File: src/rtl/serial_parallel.sv
// serial_parallel: receives a 48-bit SD command frame from the CMD line,
// MSB first, and presents {index, argument} plus CRC7/framing/timeout status.
//
// Handshake: iEnable is a level request held by the controller for the whole
// transaction. Once a result is posted (oComplete=1) every result output holds
// until iEnable drops; the block returns to IDLE on that edge with all outputs
// cleared, and it never re-arms while iEnable stays high.
module serial_parallel #(
    parameter int TIMEOUT_CYCLES = 64
) (
    input  logic        iSD_clock,
    input  logic        iReset,
    input  logic        iEnable,
    input  logic        iSerial,
    output logic [37:0] oParallel,
    output logic        oComplete,
    output logic        oCrcError,
    output logic        oFrameError,
    output logic        oTimeout,
    output logic [1:0]  oState
);

    typedef enum logic [1:0] {
        IDLE       = 2'd0,
        WAIT_START = 2'd1,
        RECEIVE    = 2'd2,
        DONE       = 2'd3
    } state_t;

    // CRC7 generator polynomial x^7 + x^3 + 1 without the implicit x^7 term.
    localparam logic [6:0] CRC_POLY     = 7'h09;
    localparam logic [5:0] LAST_BIT     = 6'd47;
    localparam logic [5:0] LAST_CRC_BIT = 6'd39;
    localparam logic [7:0] TIMEOUT_LAST = 8'(TIMEOUT_CYCLES - 1);

    state_t      state, stateNext;
    logic [5:0]  bitCount, bitCountNext;
    logic [7:0]  timeoutCount, timeoutCountNext;
    // Holds b46..b1; the start bit is implied by entering RECEIVE (always 0).
    logic [45:0] shiftReg, shiftRegNext;
    logic [6:0]  crc, crcNext;
    logic [37:0] parallelNext;
    logic        completeNext, crcErrorNext, frameErrorNext, timeoutNext;

    // One serial CRC7 step: feedback is the incoming bit XOR the register MSB.
    function automatic logic [6:0] crc7Step(input logic [6:0] c, input logic d);
        logic fb;
        fb = d ^ c[6];
        return {c[5:0], 1'b0} ^ (fb ? CRC_POLY : 7'h00);
    endfunction

    assign oState = state;

    // Next-state, datapath and result computation; defaults hold everything.
    always_comb begin
        stateNext        = state;
        bitCountNext     = bitCount;
        timeoutCountNext = timeoutCount;
        shiftRegNext     = shiftReg;
        crcNext          = crc;
        parallelNext     = oParallel;
        completeNext     = oComplete;
        crcErrorNext     = oCrcError;
        frameErrorNext   = oFrameError;
        timeoutNext      = oTimeout;

        case (state)
            IDLE: begin
                bitCountNext     = '0;
                timeoutCountNext = '0;
                shiftRegNext     = '0;
                crcNext          = '0;
                parallelNext     = '0;
                completeNext     = 1'b0;
                crcErrorNext     = 1'b0;
                frameErrorNext   = 1'b0;
                timeoutNext      = 1'b0;
                if (iEnable) begin
                    stateNext = WAIT_START;
                end
            end

            WAIT_START: begin
                if (!iEnable) begin
                    stateNext        = IDLE;
                    timeoutCountNext = '0;
                end else if (!iSerial) begin
                    // Start bit b47 seen: it is the first CRC input bit.
                    stateNext        = RECEIVE;
                    bitCountNext     = 6'd1;
                    timeoutCountNext = '0;
                    shiftRegNext     = '0;
                    crcNext          = crc7Step(7'd0, iSerial);
                end else if (timeoutCount == TIMEOUT_LAST) begin
                    stateNext        = DONE;
                    timeoutCountNext = '0;
                    parallelNext     = '0;
                    crcErrorNext     = 1'b0;
                    frameErrorNext   = 1'b0;
                    completeNext     = 1'b1;
                    timeoutNext      = 1'b1;
                end else begin
                    timeoutCountNext = timeoutCount + 8'd1;
                end
            end

            RECEIVE: begin
                if (!iEnable) begin
                    stateNext    = IDLE;
                    bitCountNext = '0;
                    shiftRegNext = '0;
                    crcNext      = '0;
                end else begin
                    shiftRegNext = {shiftReg[44:0], iSerial};
                    // Bits b47..b8 feed the CRC; b7..b1 are the received CRC.
                    if (bitCount <= LAST_CRC_BIT) begin
                        crcNext = crc7Step(crc, iSerial);
                    end
                    if (bitCount == LAST_BIT) begin
                        // iSerial is b0 (end bit); shiftReg holds b46..b1.
                        stateNext      = DONE;
                        bitCountNext   = '0;
                        parallelNext   = shiftReg[44:7];
                        crcErrorNext   = (crc != shiftReg[6:0]);
                        frameErrorNext = shiftReg[45] | ~iSerial;
                        completeNext   = 1'b1;
                        timeoutNext    = 1'b0;
                    end else begin
                        bitCountNext = bitCount + 6'd1;
                    end
                end
            end

            DONE: begin
                if (!iEnable) begin
                    stateNext      = IDLE;
                    parallelNext   = '0;
                    completeNext   = 1'b0;
                    crcErrorNext   = 1'b0;
                    frameErrorNext = 1'b0;
                    timeoutNext    = 1'b0;
                end
            end

            default: begin
                stateNext = IDLE;
            end
        endcase
    end

    // State, datapath and registered outputs; reset overrides everything.
    always_ff @(posedge iSD_clock) begin
        if (iReset) begin
            state        <= IDLE;
            bitCount     <= '0;
            timeoutCount <= '0;
            shiftReg     <= '0;
            crc          <= '0;
            oParallel    <= '0;
            oComplete    <= 1'b0;
            oCrcError    <= 1'b0;
            oFrameError  <= 1'b0;
            oTimeout     <= 1'b0;
        end else begin
            state        <= stateNext;
            bitCount     <= bitCountNext;
            timeoutCount <= timeoutCountNext;
            shiftReg     <= shiftRegNext;
            crc          <= crcNext;
            oParallel    <= parallelNext;
            oComplete    <= completeNext;
            oCrcError    <= crcErrorNext;
            oFrameError  <= frameErrorNext;
            oTimeout     <= timeoutNext;
        end
    end

endmodule

File: config.mk
export PLATFORM = sky130hd
export DESIGN_NAME = serial_parallel
export DESIGN_NICKNAME = d
export VERILOG_FILES = /design/src/rtl/serial_parallel.sv
export SDC_FILE = /design/constraint.sdc
export NUM_CORES = 1
export LEC_CHECK = 0
export ABC_AREA = 1
export BUFFER_PORTS_ARGS = -buffer_cell sky130_fd_sc_hd__buf_4
export CORE_MARGIN = 2
export CORE_UTILIZATION = 59
export CTS_CLUSTER_DIAMETER = 200
export DETAILED_ROUTE_END_ITERATION = 10
export GPL_TIMING_DRIVEN = 0
export PLACE_DENSITY = 0.79
export SLEW_MARGIN = 10
export SYNTH_ARGS = -nofsm -noshare
export SYNTH_HDL_FRONTEND = slang
export SYNTH_SLANG_ARGS = --single-unit
File: constraint.sdc
create_clock -name iSD_clock -period 1.97 [get_ports iSD_clock]
set_clock_uncertainty 0.1 [all_clocks]
set_input_delay 0.394 -clock iSD_clock [delete_from_list [all_inputs] [get_ports iSD_clock]]
set_output_delay 0.394 -clock iSD_clock [all_outputs]
set_load 0.02 [all_outputs]
==> results by group, run 1 <==
Worst hold path
  – Hold crit path type: in -> reg
  – Hold Startpoint: iSerial
  – Min-Delay Path Depth: 4

Critical path
  – CP Depth: 9
  – Crit start category: register
  – Reg2Reg Setup Slack: 0.07 ns
  – Setup Crit Path Kind: reg -> reg
  – FF-to-FF End: shiftReg[5]$_SDFFE_PP0P_
  – CP top delay family: buffers and inverters
  – R2R cell count: 9
  – Critical path startpoint: oState[1]$_SDFFE_PP0P_
  – Worst path bufs/invs: 4
  – Crit-path max FO: 10
  – CP Capture Point: shiftReg[5]$_SDFFE_PP0P_
  – Max incr delay on CP: around 0.36 ns
  – Top cell by count, worst path: a21oi_1
  – Cell Chain, Critical Path: inv_1, ha_1, clkbuf_4, a21oi_1, nand2_1, buf_4, buf_2, a21oi_1, a211oi_1
  – Critical Path RT: roughly 2.1 ns
  – Crit path max-delay cell type: dfxtp_4
  – CP arrival: a little over 2 ns
  – Critical path endpoint category: register
  – Reg2reg start: oState[1]$_SDFFE_PP0P_

Placed design
  – PortBufs: 46
  – Routability cong.: around 0.90
  – Post-DP HPWL: around 9.0 mm
  – Worst slack at placement: -0.1558 ns
  – Placed Cells: between 800 and 900

Drt
  – Antenna Violating Nets Remaining: 0
  – Initial drt markers: 342
  – First-pass DRT Iterations: 8
  – Vias/cell: around 5.4
  – DRT Wirelength: approximately 13 mm
  – Vias: between 4000 and 5000
  – DRC viols: 0
  – Drt wl/cell: between 10 and 15 microns

Die
  – Top Ports: 48
  – Initial Util: about three fifths
  – Die Y: 96.44 microns
  – Die area: around 9300 sq um
  – Core ar.: around 8300 sq um
  – # rows: 33
  – Die X: 96.44 microns

Timing
  – Hold Fails Final Rpt: 0
  – Tcrit/Tclk final: a little over nine tenths
  – Worst-Margin Slew: ~0.70 ns
  – RSZ-0062 raised after global routing: yes
  – PnR worst setup slack: ~0.067 ns
  – F_max: around 530 MHz
  – Setup-failing EPs final: 0
  – Final Max Slew Viols: 0
  – Final min period: around 1.9 ns
  – Rel. slew slack: 53.43%
  – Hold_ws: between 0.2 and 0.3 ns

Power and ir drop
  – Peak supply drop: 0.7511 mV
  – Cell area power density: between 1500 and 2000 nW/um^2
  – P_leak: about 2.6 nW

CTS
  – CTS Hold Bufs: 0
  – Clk_lat worst skew: about 0.38 ns
  – CTS tree: done
  – Root Buffer: clkbuf_8
  – Clk slew on worst S/H paths: ~0.10 ns
  – # clock sinks: about 110
  – CTS buffer count: 9
  – H-Tree Depth: 3
  – Clock buffer depth: 2

Global routing
  – First-pass GRT wire length: a little over 20 mm
  – Initial antenna violation count: 0
  – Grt ovf: 0
  – All-layer global routing usage: ~28%
  – Top Usage Layer GRT: met2
  – Met3 global-route usage: between 5 and 6%
  – Global Route met2 Usage: between 40% and 50%
  – GR Layer Usage met1: between 30 and 40%
  – Largest net degree at the start of global routing: 20
  – Vias in the first global route: about 4300

Final layout
  – Final Non-Filler Cells: just under 900
  – Layout area overhead: 15.12%
  – N_diodes: 0
  – Reg area: 2230 sq um
  – Final nets: between 700 and 800
  – Most frequent cells in the layout: nand2_1, dfxtp_1, inv_1, a21oi_1, nor2_1
  – Layout cells sized above 1: a little under a fifth
  – Multi-input gate area: 2278 sq um
  – Most common cell after layout, fill and taps aside: nand2_1
  – Fillcell total: between 700 and 800

Synthesis
  – Syn Inst Count: slightly above 700
  – Synthesized Nets: roughly 720
  – Synthesized area: 5041 sq um
  – Syn. warnings: 0
  – Register bit count reported by yosys: approximately 110
  – Synth cell types: 33
  – Syn avg cell area: approximately 7.1 sq um
  – Post-synthesis sequential area ratio: 44.08%

Status
  – Status: finished, final reports clean

Job
  – Max-Cap Viols: 0
==> report_power, final <==
part           switching [W]  total (W)  internal, W  leakage [nW]
clock network       0.000819    0.00130     0.000484        0.0940
logic                0.00289    0.00446      0.00156          1.56
registers           0.000271    0.00297      0.00269         0.903
==> stage by stage <==
| step | cell area, sq um | utilization (%) | total power [W] | setup TNS [ns] |
|---|---|---|---|---|
| CTS | 5731 | 69.39 | 0.008535 | 0 |
| global placement | 5518 | 66.82 | 0.007079 | -0.3722 |
| detailed placement | 5518 | 66.82 | 0.007186 | -2.478 |
| finish | 5803 | 70.27 | 0.008725 | 0 |
| floorplan | 5041 | - | 0.005989 | 0 |
| global route | 5803 | 70.27 | 0.009351 | -0.03223 |
==> worst min path at each step <==
| stage | end | slack, ns |
|---|---|---|
| finish | oFrameError$_SDFFE_PP0P_ | 0.29 |
| global route | oFrameError$_SDFFE_PP0P_ | 0.30 |
| CTS | oFrameError$_SDFFE_PP0P_ | 0.29 |
| detailed placement | oParallel[25]$_SDFFE_PP0P_ | 0.36 |
| global placement | shiftReg[45]$_SDFFE_PP0P_ | 0.34 |
| floorplan | shiftReg[45]$_SDFFE_PP0P_ | 0.33 |
==> tightest hold or removal path, stage by stage <==
cell	delay, ns
buf_4	0.11
a21oi_1	0.10
nand2_2	0.08
a21oi_2	0.04
==> cells by family (layout without fill, tap and decap cells) <==
kind of cell,after synthesis,in the layout,share of synthesized area (%)
AO/OA/AOI/OAI,121,121,13.48
XOR/XNOR,6,6,1.042
adder cells (fa/ha/maj),7,7,1.737
buffers and inverters,129,199,11.00
flip-flops,111,111,44.08
AND/OR/NAND/NOR,337,337,28.67
==> what timing repair did <==
item / CTS / global route
resized for setup: 4 / 14
endpoints found under the setup margin: 39 / 60
buffers inserted: 3 / 6
pin swaps: 0 / 3
==> flip-flops by register name, summed over array words and instances, names as in the netlist <==
signal        flops
oState            2
bitCount          6
timeoutCount      8
shiftReg         46
oCrcError         1
oFrameError       1
oParallel        38
oTimeout          1
crc               7
oComplete         1
==> Yosys cell counts <==
library cell	number	area, sq um
nand2_4	2	22.52
o21ai_1	2	10.01
dfxtp_1	111	2222
buf_6	3	33.78
ha_1	7	87.58
o22ai_1	1	6.260
nand2_1	202	758.2
nor2_4	3	33.78
buf_2	14	70.07
a31oi_1	7	43.79
xor2_1	4	35.03
nand3_2	3	30.03
nor2_2	2	12.51
o21ai_0	18	90.09
clkbuf_1	16	60.06
nand4_1	7	43.79
a211oi_1	7	52.55
nor3_1	13	65.06
buf_8	1	15.01
buf_4	5	37.54
xnor2_1	2	17.52
inv_2	6	22.52
a21oi_1	73	365.4
nor3_2	1	10.01
nor2_8	1	20.02
nor2_1	66	247.7
o21bai_1	1	7.510
inv_1	80	300.3
nand2_2	13	81.33
buf_1	4	15.01
o211ai_1	1	7.510
nand3_1	24	120.1
a21oi_2	11	96.34
==> area by class of cell <==
class | instances | share of cell area [%]
multi-input combinational | 471 | 39.26
sequential | 111 | 38.42
timing repair buffer | 55 | 7.115
inverter | 86 | 5.606
buffer | 42 | 4.161
tap | 105 | 2.264
clock buffer | 10 | 2.199
clock inverter | 6 | 0.9702
==> layer usage <==
metal	share of wire, %	vias to the layer above	wire (microns)
met1	43	2185	5490
met4	2.7	0	337
met5	0	-	0
met3	7.6	31	959
met2	46	182	5833
li1	-	2352	-
Note: power is estimated with default switching activity, not from simulation.
==> run 2, diff against run 1 <==
Settings changed: CORE_ASPECT_RATIO from default to 2.
==> run 2 against run 1 <==
  * First-iteration DRC count shrank 3.8%
  * Sequential share of layout area shrank 0.57 points
  * Critical path depth grew 2
  * Wire length grew 4.0%
  * Register-to-register slack lost 0.04 ns
  * Hold slack gained 0.036 ns
  * Global-route usage grew 0.34 points
  * Via count shrank 0.13%
  * Combinational power is essentially flat
  * Flip-flop and latch count is the same
  * Non-clock buffer count shrank 1
  * Critical endpoint is now crc[0]$_SDFFE_PP0P_
  * Highest routed layer unchanged
==> results by group, run 2 (synthesized netlist as in run 1, its figures left out) <==
Status
  – Status: finished, final reports clean

Timing
  – RSZ-0062 raised after global routing: yes
  – Final Max Slew Viols: 0 (unchanged)
  – Hold Fails Final Rpt: 0 (unchanged)
  – Setup-failing EPs final: 0 (unchanged)
  – Worst-Margin Slew: 0.7669 ns (+0.06842 ns)
  – Final min period: 1.948 ns (+0.04438 ns)
  – F_max: 513.4 MHz (-2.3%)
  – Hold_ws: 0.3278 ns (+0.03637 ns)
  – Rel. slew slack: 48.87% (-4.6 points)
  – Tcrit/Tclk final: 98.87% (+2.3 points)

Die
  – Die X: 69.36 microns (-28%)
  – Initial Util: 60.80% (-0.25 points)
  – Top Ports: 48 (unchanged)
  – Core ar.: 8292 sq um (+0.41%)
  – Die area: 9344 sq um (+0.48%)
  – # rows: 47 (+42%)
  – Die Y: 134.7 microns (+40%)

Global routing
  – Largest net degree at the start of global routing: 18 (-10%)
  – Vias in the first global route: 4547 (+6.5%)
  – Initial antenna violation count: 0 (unchanged)
  – All-layer global routing usage: 28.51% (+0.34 points)
  – First-pass GRT wire length: 21.37 mm (+5.9%)
  – Grt ovf: 0 (unchanged)

Power and ir drop
  – P_leak: 2.603 nW (+1.9%)
  – Tot Pwr: 0.009167 W (+5.1%)
  – Peak supply drop: 0.9785 mV (+30%)
  – Cell area power density: 1556 nW/um^2 (+3.5%)

CTS
  – Clk slew on worst S/H paths: 0.07 ns (-0.03 ns)
  – CTS tree: done
  – Root Buffer: clkbuf_16
  – # clock sinks: 111 (unchanged)
  – Clock buffer depth: 2 (unchanged)
  – CTS Hold Bufs: 0 (unchanged)
  – H-Tree Depth: 3 (unchanged)
  – Clk_lat worst skew: 0.35 ns (-0.03 ns)
  – CTS buffer count: 9 (unchanged)

Final layout
  – Layout cells sized above 1: 18.46% (+0.024 points)
  – Max reg flops: 46 (unchanged)
  – Layout area overhead: 16.85%
  – Most frequent cells in the layout: nand2_1, dfxtp_1, inv_1, a21oi_1, nor2_1
  – Fin area: 5891 sq um (+1.5%)
  – Top flop regs: shiftReg: 46 flops, oParallel: 38 flops, timeoutCount: 8 flops
  – Most flops, register: shiftReg
  – Final nets: 786 (-0.13%)
  – N_diodes: 0 (unchanged)
  – Fillcell total: 675 (-7.2%)
  – Most common cell after layout, fill and taps aside: nand2_1

Critical path
  – Setup Crit Path Kind: reg -> reg
  – Critical path startpoint: oState[0]$_SDFFE_PP0P_
  – Crit-path max FO: 10 (unchanged)
  – Reg2reg start: oState[0]$_SDFFE_PP0P_
  – Critical Path RT: 2.09 ns (-0.02 ns)
  – CP arrival: 2.06 ns (+0.02 ns)
  – Crit start category: register
  – Critical path endpoint category: register

Drt
  – Drt wl/cell: 14.95 microns (+4.9%)
  – DRC viols: 0 (unchanged)
  – Initial drt markers: 329 (-3.8%)
  – Vias: 4744 (-0.13%)
  – DRT Wirelength: 13.12 mm (+4.0%)
  – Antenna Violating Nets Remaining: 0 (unchanged)
  – Vias/cell: 5.403 (+0.78%)
  – First-pass DRT Iterations: 5 (-3)

Placed design
  – Post-DP HPWL: 9.561 mm (+6.6%)
  – PortBufs: 46 (unchanged)
  – Routability cong.: 0.9235 (+2.8%)
  – Placed Instance Area: 5509 sq um (-0.16%)

Worst hold path
  – Hold Startpoint: iReset
  – Hold crit path type: in -> reg

Job
  – Max-Cap Viols: 0 (unchanged)
run 2: cell types whose count changed in the layout (fill, tap and decap cells not counted), sizes merged:
cell	change
clkbuf	+1
buf	-1
inv	-1
run 2: path summary, 6_finish.rpt:
path	end	depth (start not counted)	slack (ns)
worst max-delay path	crc[0]$_SDFFE_PP0P_	11	0.02
worst min-delay path	timeoutCount[3]$_SDFFE_PP0P_	4	0.33
worst max register to register	crc[0]$_SDFFE_PP0P_	11	0.02
worst min register to register	oParallel[23]$_SDFFE_PP0P_	2	0.37
run 2: area by class of cell:
| cell class | instances | area [sq um] | area share (%) |
|---|---|---|---|
| Inverter | 86 | 325.3 | 5.523 |
| Clock inverter | 5 | 32.53 | 0.5523 |
| Timing Repair Buffer | 53 | 397.9 | 6.754 |
| Multi-Input combinational cell | 471 | 2290 | 38.87 |
| Sequential cell | 111 | 2230 | 37.85 |
| Clock buffer | 11 | 242.7 | 4.121 |
| Tap cell | 98 | 122.6 | 2.082 |
| Buffer | 43 | 250.2 | 4.248 |
run 2: per-layer routing:
layer	global-route usage [%]	up-vias	wire length, microns
met5	0	-	0
met1	30.54	2152	4962
met3	5.149	44	697
li1	-	2357	-
met4	16.67	0	557
met2	51.50	191	6905
run 2: worst max-delay path, cell delays in order (launching register included):
cell	delay (ns)
dfxtp_4	0.36
inv_1	0.08
ha_1	0.14
buf_2	0.21
nand2_4	0.10
inv_4	0.13
nand2_1	0.06
nor2_1	0.15
nor2_2	0.08
buf_4	0.14
o21ai_0	0.20
nor2_1	0.06
run 2: report_power, final:
part	total, W	leakage (nW)	internal (W)	switching (W)
registers	0.00298	0.903	0.00270	0.000280
logic	0.00448	1.56	0.00155	0.00292
clock network	0.00171	0.140	0.000894	0.000821
total	0.00917	2.60	0.00514	0.00403
run 2: repair_timing:
item                                   in CTS  in global routing
endpoints found under the hold margin       0                  0
resized for setup                           4                 20
setup endpoints to repair                  40                 65
pin swaps                                   1                  3
setup buffers                               2                  5
run 2: stage by stage:
| stage | std cells | util [%] | setup TNS (ns) | setup slack, ns |
|---|---|---|---|---|
| after floorplan | 711 | - | 0 | 0.09847 |
| after global placement | 855 | 66.44 | -0.2664 | -0.05270 |
| after detailed placement | 855 | 66.44 | -1.718 | -0.1460 |
| after CTS | 873 | 70.00 | 0 | 0.004223 |
| after global routing | 878 | 71.04 | -0.8409 | -0.1220 |
| final | 878 | 71.04 | 0 | 0.02223 |
